--- config.mk ---
export PLATFORM = sky130hd
export DESIGN_NAME = timer_unit_flat
export DESIGN_NICKNAME = d
export VERILOG_FILES = /design/src/rtl/timer_unit_if.sv /design/src/rtl/timer_unit.sv /design/src/flat_wrapper.sv
export SDC_FILE = /design/constraint.sdc
export NUM_CORES = 1
export LEC_CHECK = 0
export ABC_AREA = 1
export ABC_CLOCK_PERIOD_IN_PS = 3220
export CAP_MARGIN = 10
export CORE_ASPECT_RATIO = 0.6
export CORE_MARGIN = 4
export CORE_UTILIZATION = 58
export DETAILED_ROUTE_END_ITERATION = 10
export HOLD_SLACK_MARGIN = 0.15
export PLACE_DENSITY_LB_ADDON = 0.08
export SLEW_MARGIN = 20
export SYNTH_ARGS = -nofsm -noshare
export SYNTH_HDL_FRONTEND = slang
export SYNTH_SLANG_ARGS = --single-unit
--- constraint.sdc ---
create_clock -name clk -period 3.22 [get_ports clk]
set_input_delay 0.483 -clock clk [delete_from_list [all_inputs] [get_ports clk]]
set_output_delay 0.483 -clock clk [all_outputs]
set_load 0.05 [all_outputs]
--- src/rtl/timer_unit_if.sv ---
// Register-write, control and status bundle for timer_unit.
// The slave side is the timer; the master side is whatever drives the control inputs.
interface timer_unit_if;
  logic        timer_en;
  logic        psc_we;
  logic [15:0] TIM_PSC;
  logic        arr_we;
  logic [15:0] TIM_ARR;
  logic        ug;
  logic        uif_clr;
  logic        uie;
  logic [15:0] tim_cnt;
  logic        uev;
  logic        uif;
  logic        irq;
  logic        running;

  modport slave (
    input  timer_en, psc_we, TIM_PSC, arr_we, TIM_ARR, ug, uif_clr, uie,
    output tim_cnt, uev, uif, irq, running
  );

  modport master (
    output timer_en, psc_we, TIM_PSC, arr_we, TIM_ARR, ug, uif_clr, uie,
    input  tim_cnt, uev, uif, irq, running
  );
endinterface

--- src/rtl/timer_unit.sv ---
// Up-counting timer with a prescaler, preloaded PSC/ARR shadows and an update event.
// It also provides a sticky update flag and an interrupt request.
module timer_unit #(
  parameter logic ARPE = 1'b1
) (
  input logic         clk,
  input logic         reset,
  timer_unit_if.slave bus
);

  typedef enum logic [0:0] {
    IDLE = 1'b0,
    RUN  = 1'b1
  } state_e;

  state_e      state_q, state_d;
  logic [15:0] psc_pre_q, psc_pre_d;
  logic [15:0] psc_act_q, psc_act_d;
  logic [15:0] arr_pre_q, arr_pre_d;
  logic [15:0] arr_act_q, arr_act_d;
  logic [15:0] psc_cnt_q, psc_cnt_d;
  logic [15:0] cnt_q, cnt_d;
  logic        uev_q, uev_d;
  logic        uif_q, uif_d;

  logic run_s;
  logic tick_s;
  logic wrap_s;
  logic upd_s;

  // Counting is gated by the registered state, so the edge that samples timer_en low still counts.
  assign run_s  = (state_q == RUN);
  assign tick_s = run_s && (psc_cnt_q == psc_act_q);
  assign wrap_s = tick_s && (cnt_q == arr_act_q);
  assign upd_s  = bus.ug || wrap_s;

  // State register
  always_ff @(posedge clk) begin
    if (!reset) begin
      state_q <= IDLE;
    end else begin
      state_q <= state_d;
    end
  end

  // Next-state decode
  always_comb begin
    state_d = state_q;
    case (state_q)
      IDLE:    if (bus.timer_en)  state_d = RUN;  else state_d = IDLE;
      RUN:     if (!bus.timer_en) state_d = IDLE; else state_d = RUN;
      default: state_d = IDLE;
    endcase
  end

  // Datapath next-state: prescaler, counter, shadow registers and flags
  always_comb begin
    psc_cnt_d = psc_cnt_q;
    cnt_d     = cnt_q;
    psc_pre_d = psc_pre_q;
    psc_act_d = psc_act_q;
    arr_pre_d = arr_pre_q;
    arr_act_d = arr_act_q;

    if (bus.ug) begin
      psc_cnt_d = 16'h0000;
      cnt_d     = 16'h0000;
    end else if (tick_s) begin
      psc_cnt_d = 16'h0000;
      // An ARR lowered below cnt lets cnt run on through 16'hFFFF and wrap silently.
      if (wrap_s) cnt_d = 16'h0000;
      else        cnt_d = cnt_q + 16'h0001;
    end else if (run_s) begin
      psc_cnt_d = psc_cnt_q + 16'h0001;
    end else begin
      psc_cnt_d = psc_cnt_q;
    end

    if (bus.psc_we) psc_pre_d = bus.TIM_PSC;
    else            psc_pre_d = psc_pre_q;
    if (bus.arr_we) arr_pre_d = bus.TIM_ARR;
    else            arr_pre_d = arr_pre_q;

    // Shadows take the preload value held before this edge; a same-edge write waits for the next update.
    if (upd_s) psc_act_d = psc_pre_q;
    else       psc_act_d = psc_act_q;

    if (ARPE && upd_s)            arr_act_d = arr_pre_q;
    else if (!ARPE && bus.arr_we) arr_act_d = bus.TIM_ARR;
    else                          arr_act_d = arr_act_q;

    uev_d = upd_s;
    if (upd_s)            uif_d = 1'b1;
    else if (bus.uif_clr) uif_d = 1'b0;
    else                  uif_d = uif_q;
  end

  // Datapath registers
  always_ff @(posedge clk) begin
    if (!reset) begin
      psc_pre_q <= 16'h0000;
      psc_act_q <= 16'h0000;
      arr_pre_q <= 16'hFFFF;
      arr_act_q <= 16'hFFFF;
      psc_cnt_q <= 16'h0000;
      cnt_q     <= 16'h0000;
      uev_q     <= 1'b0;
      uif_q     <= 1'b0;
    end else begin
      psc_pre_q <= psc_pre_d;
      psc_act_q <= psc_act_d;
      arr_pre_q <= arr_pre_d;
      arr_act_q <= arr_act_d;
      psc_cnt_q <= psc_cnt_d;
      cnt_q     <= cnt_d;
      uev_q     <= uev_d;
      uif_q     <= uif_d;
    end
  end

  assign bus.tim_cnt = cnt_q;
  assign bus.uev     = uev_q;
  assign bus.uif     = uif_q;
  assign bus.irq     = uif_q & bus.uie;
  assign bus.running = run_s;

endmodule

--- src/flat_wrapper.sv ---
// flat-port wrapper written by rule: the top's interface ports become plain ports
module timer_unit_flat 
#(
  parameter logic ARPE = 1'b1
)
  (clk, reset, bus_timer_en, bus_psc_we, bus_TIM_PSC, bus_arr_we, bus_TIM_ARR, bus_ug, bus_uif_clr, bus_uie, bus_tim_cnt, bus_uev, bus_uif, bus_irq, bus_running);
  timer_unit_if bus_i ();
  input logic clk;
  input logic reset;
  input wire logic [$bits(bus_i.timer_en)-1:0] bus_timer_en;
  input wire logic [$bits(bus_i.psc_we)-1:0] bus_psc_we;
  input wire logic [$bits(bus_i.TIM_PSC)-1:0] bus_TIM_PSC;
  input wire logic [$bits(bus_i.arr_we)-1:0] bus_arr_we;
  input wire logic [$bits(bus_i.TIM_ARR)-1:0] bus_TIM_ARR;
  input wire logic [$bits(bus_i.ug)-1:0] bus_ug;
  input wire logic [$bits(bus_i.uif_clr)-1:0] bus_uif_clr;
  input wire logic [$bits(bus_i.uie)-1:0] bus_uie;
  output wire logic [$bits(bus_i.tim_cnt)-1:0] bus_tim_cnt;
  output wire logic [$bits(bus_i.uev)-1:0] bus_uev;
  output wire logic [$bits(bus_i.uif)-1:0] bus_uif;
  output wire logic [$bits(bus_i.irq)-1:0] bus_irq;
  output wire logic [$bits(bus_i.running)-1:0] bus_running;
  assign bus_i.timer_en = bus_timer_en;
  assign bus_i.psc_we = bus_psc_we;
  assign bus_i.TIM_PSC = bus_TIM_PSC;
  assign bus_i.arr_we = bus_arr_we;
  assign bus_i.TIM_ARR = bus_TIM_ARR;
  assign bus_i.ug = bus_ug;
  assign bus_i.uif_clr = bus_uif_clr;
  assign bus_i.uie = bus_uie;
  assign bus_tim_cnt = bus_i.tim_cnt;
  assign bus_uev = bus_i.uev;
  assign bus_uif = bus_i.uif;
  assign bus_irq = bus_i.irq;
  assign bus_running = bus_i.running;
  timer_unit #(.ARPE(ARPE)) u_core (.clk(clk), .reset(reset), .bus(bus_i));
endmodule
==> metrics.md <==
| Metric | Value |
|---|---|
| Longest Clk Path Bufs | 2 |
| HPWL after detailed placement | 9430 um |
| Top Ports | 60 |
| Synth top area cells | dfxtp_1 40%, nand2_1 20%, nand3_1 8.8% |
| Area of the multi-input gates | 2520 um2 |
| First-pass GRT wire length | around 21000 um |
| Slew headroom | 0.426 |
| Antenna Cells | 0 |
| Clock latency on the worst-skew pair | 350 ps |
| EDFF count, synth | 0 |
| Leak | approximately 2.8 nW |
| Worst-path cell chain | inv_2, a21oi_1, nand2_1, nor2_1, nand3_1, nor2_1, buf_4, nand2_1, nand3_1, nor2_1 |
| Most Used Layer, Global Route | met1 |
| Final setup skew | 7.50 ps |
| CTS root buffer | clkbuf_16 |
| Top post-synthesis cells by count | 259 x nand2_1, 111 x nor2_1, 99 x dfxtp_1, 88 x nand3_1, 80 x inv_1 |
| Drt first pass iters | 7 |
| Worst Path Required | 3440 ps |
| # setup viols final | 0 |
| Met1 Track Usage GR | 0.402 |
| DR iter-0 viols | 559 |
| Area occupied by registers | approximately 2000 um2 |
| Initial antenna violation count | 0 |
| Met3 usage | 0.0836 |
| Hold Path Class | reg2reg |
| Crit end category | flip-flop |
| CP top delay family | simple AND/OR/NAND/NOR gates |
| Worst stage delay on the critical path | 490 ps |
| Final nets | approximately 870 |
| Post-Route WL | ~13000 um |
| Post-CTS resize count | 0 |
| Top-count cell post-synth | nand2_1 |
| Crit Path Max Fanout | 20 |
| Crit-path slowest cell | dfxtp_1 |
| Share of cells above drive strength 1 | 0.0599 |
| Die ar. | 10200 um2 |
| Vias per Instance | 5.20 |
| WL/cell | around 13 um |
| Synth Cell Area | ~5000 um2 |
| Sink Count | 99 |
| Fin crit share | 0.732 |
| Area leader, netlist | dfxtp_1 |
| Core area | between 8000 and 9000 um2 |
| FFs w/ async S/R, synth | 0 |
| RSZ-0062 raised after global routing | false |
| Grt total ovfl | 0 |
| Via count | 4907 |
| Setup total negative slack | 0 ps |
| Flops & latches, synth | 99 |
| Cells after synthesis | about 780 |
| Hold Buf Count CTS | 0 |
| Hold slack | about 470 ps |
| Minimum clock period after layout | 2360 ps |
| Max Cap Viol | 0 |
| PortBufs | between 50 and 60 |
| M2 GR Usage | 0.347 |
| Gpl congestion | approximately 1 |
| Area grow syn2layout | 18.6% |
| Warnings, synthesis | 0 |
| Most common cell type on the critical path | nor2_1 |
| Status | complete, no violations |
| Vert. Die Dim | roughly 80 um |
| TritonCTS Buffers | 9 |
| Max rail drop VDD | between 300 and 400 uV |
| Initial Utilization | 0.615 |
| Vias in the first global route | around 4400 |
| WS Path Type | reg2reg |
| CTS clock-pin slew for the worst setup and hold paths | about 70 ps |
| Htree depth | 3 |
| Residual DRC | 0 |
| Pwr dens | roughly 460 nW/um2 |
| Share of the synthesized area in the top cell type | 0.398 |
| Slew @ Worst Pin | around 860 ps |
| WP buf/inv | 2 |
| Fmax | 424 MHz |
| CTS tree | yes |
| GRT Util Overall | 0.262 |
| Die W | approximately 130 um |
| Final Slew Violations | 0 |
| Syn Nets | around 820 |
| Sequential share of the synthesized area | 0.398 |
| Critical path startpoint category | flip-flop |
| Yosys cell types | 29 |
| Fin. Hold Viols | 0 |
| Synth Flop Type | dfxtp_1 |
| DRT antenna net count | 0 |
| Largest net degree at the start of global routing | 85 |
| Synthesized area per cell | ~6.4 um2 |
| Filler cells | 666 |
| Post-CTS Setup Inserts | 0 |
| Arr. time, crit path | between 2000 and 3000 ps |
| Row count | 25 |
stage by stage:
step,worst slack [ps],total power [mW],utilization,cells,instance area [um2]
floorplan,1310,1.52,-,782,4980
global placement,901,1.62,0.691,927,5600
detailed placement,904,1.63,0.691,927,5600
CTS,886,2.72,0.729,943,5910
global route,630,2.82,0.729,943,5910
finish,862,2.71,0.729,943,5910
layer usage:
layer | vias to the layer above | routed length, um
met3 | 17 | 1430
met5 | - | 0
met2 | 210 | 4710
met1 | 2141 | 6400
li1 | 2539 | -
met4 | 0 | 129
cell usage in the layout, fill, tap and decap left out, drive strengths merged, types with 5 or more instances in the layout:
master / instances
nand2: 270
nor2: 113
dfxtp: 99
inv: 95
nand3: 90
clkdlybuf4s50: 58
o21ai: 22
nand4: 20
xor2: 14
a21oi: 14
nor3: 12
clkbuf: 12
buf: 5
logic make-up after synthesis:
group	Yosys count	synth area share
and+or+nand+nor	508	0.432
xor gates and xnor gates	15	0.0264
DFF	99	0.398
adders and majority gates	2	0.00502
AOI/OAI and AO/OA	38	0.0422
buffers and inverters	120	0.0970
flip-flops by register name, summed over array words and instances (netlist names):
signal              cells
u_core.arr_act_q       16
u_core.arr_pre_q       16
u_core.bus.tim_cnt     16
u_core.psc_act_q       16
u_core.psc_cnt_q       16
u_core.psc_pre_q       16
u_core.bus.running      1
u_core.bus.uev          1
u_core.bus.uif          1
worst reg2reg max path: cells and delay by family (launching register included):
family,cells,cell delay (ps)
AND/OR/NAND/NOR,7,1260
AO/OA/AOI/OAI,1,130
flip-flops,1,490
buffers and inverters,2,340
path summary, 6_finish.rpt:
path,from,end,slack (ps),depth (start not counted)
hold / removal,u_core.arr_pre_q[14]$_SDFFE_PN1P_,u_core.arr_pre_q[14]$_SDFFE_PN1P_,470,2
hold reg to reg,u_core.arr_pre_q[14]$_SDFFE_PN1P_,u_core.arr_pre_q[14]$_SDFFE_PN1P_,470,2
setup reg to reg,u_core.bus.running$_SDFF_PN0_,u_core.bus.tim_cnt[7]$_SDFFE_PP0P_,860,10
setup / recovery,u_core.bus.running$_SDFF_PN0_,u_core.bus.tim_cnt[7]$_SDFFE_PP0P_,860,10
layout make-up:
class,instances,share of cell area
clock inverters,4,0.00996
inverters,94,0.0597
multi-input cells,563,0.426
well taps,108,0.0229
repair buffers,63,0.104
clock buffers,12,0.0417
flip-flops and latches,99,0.336
report_power, final:
| group | switching, mW | internal (mW) |
|---|---|---|
| Clock | 0.472 | 0.633 |
| Combinational | 0.163 | 0.118 |
| Sequential | 0.0470 | 1.28 |
Note: power is estimated with default switching activity, not from simulation.
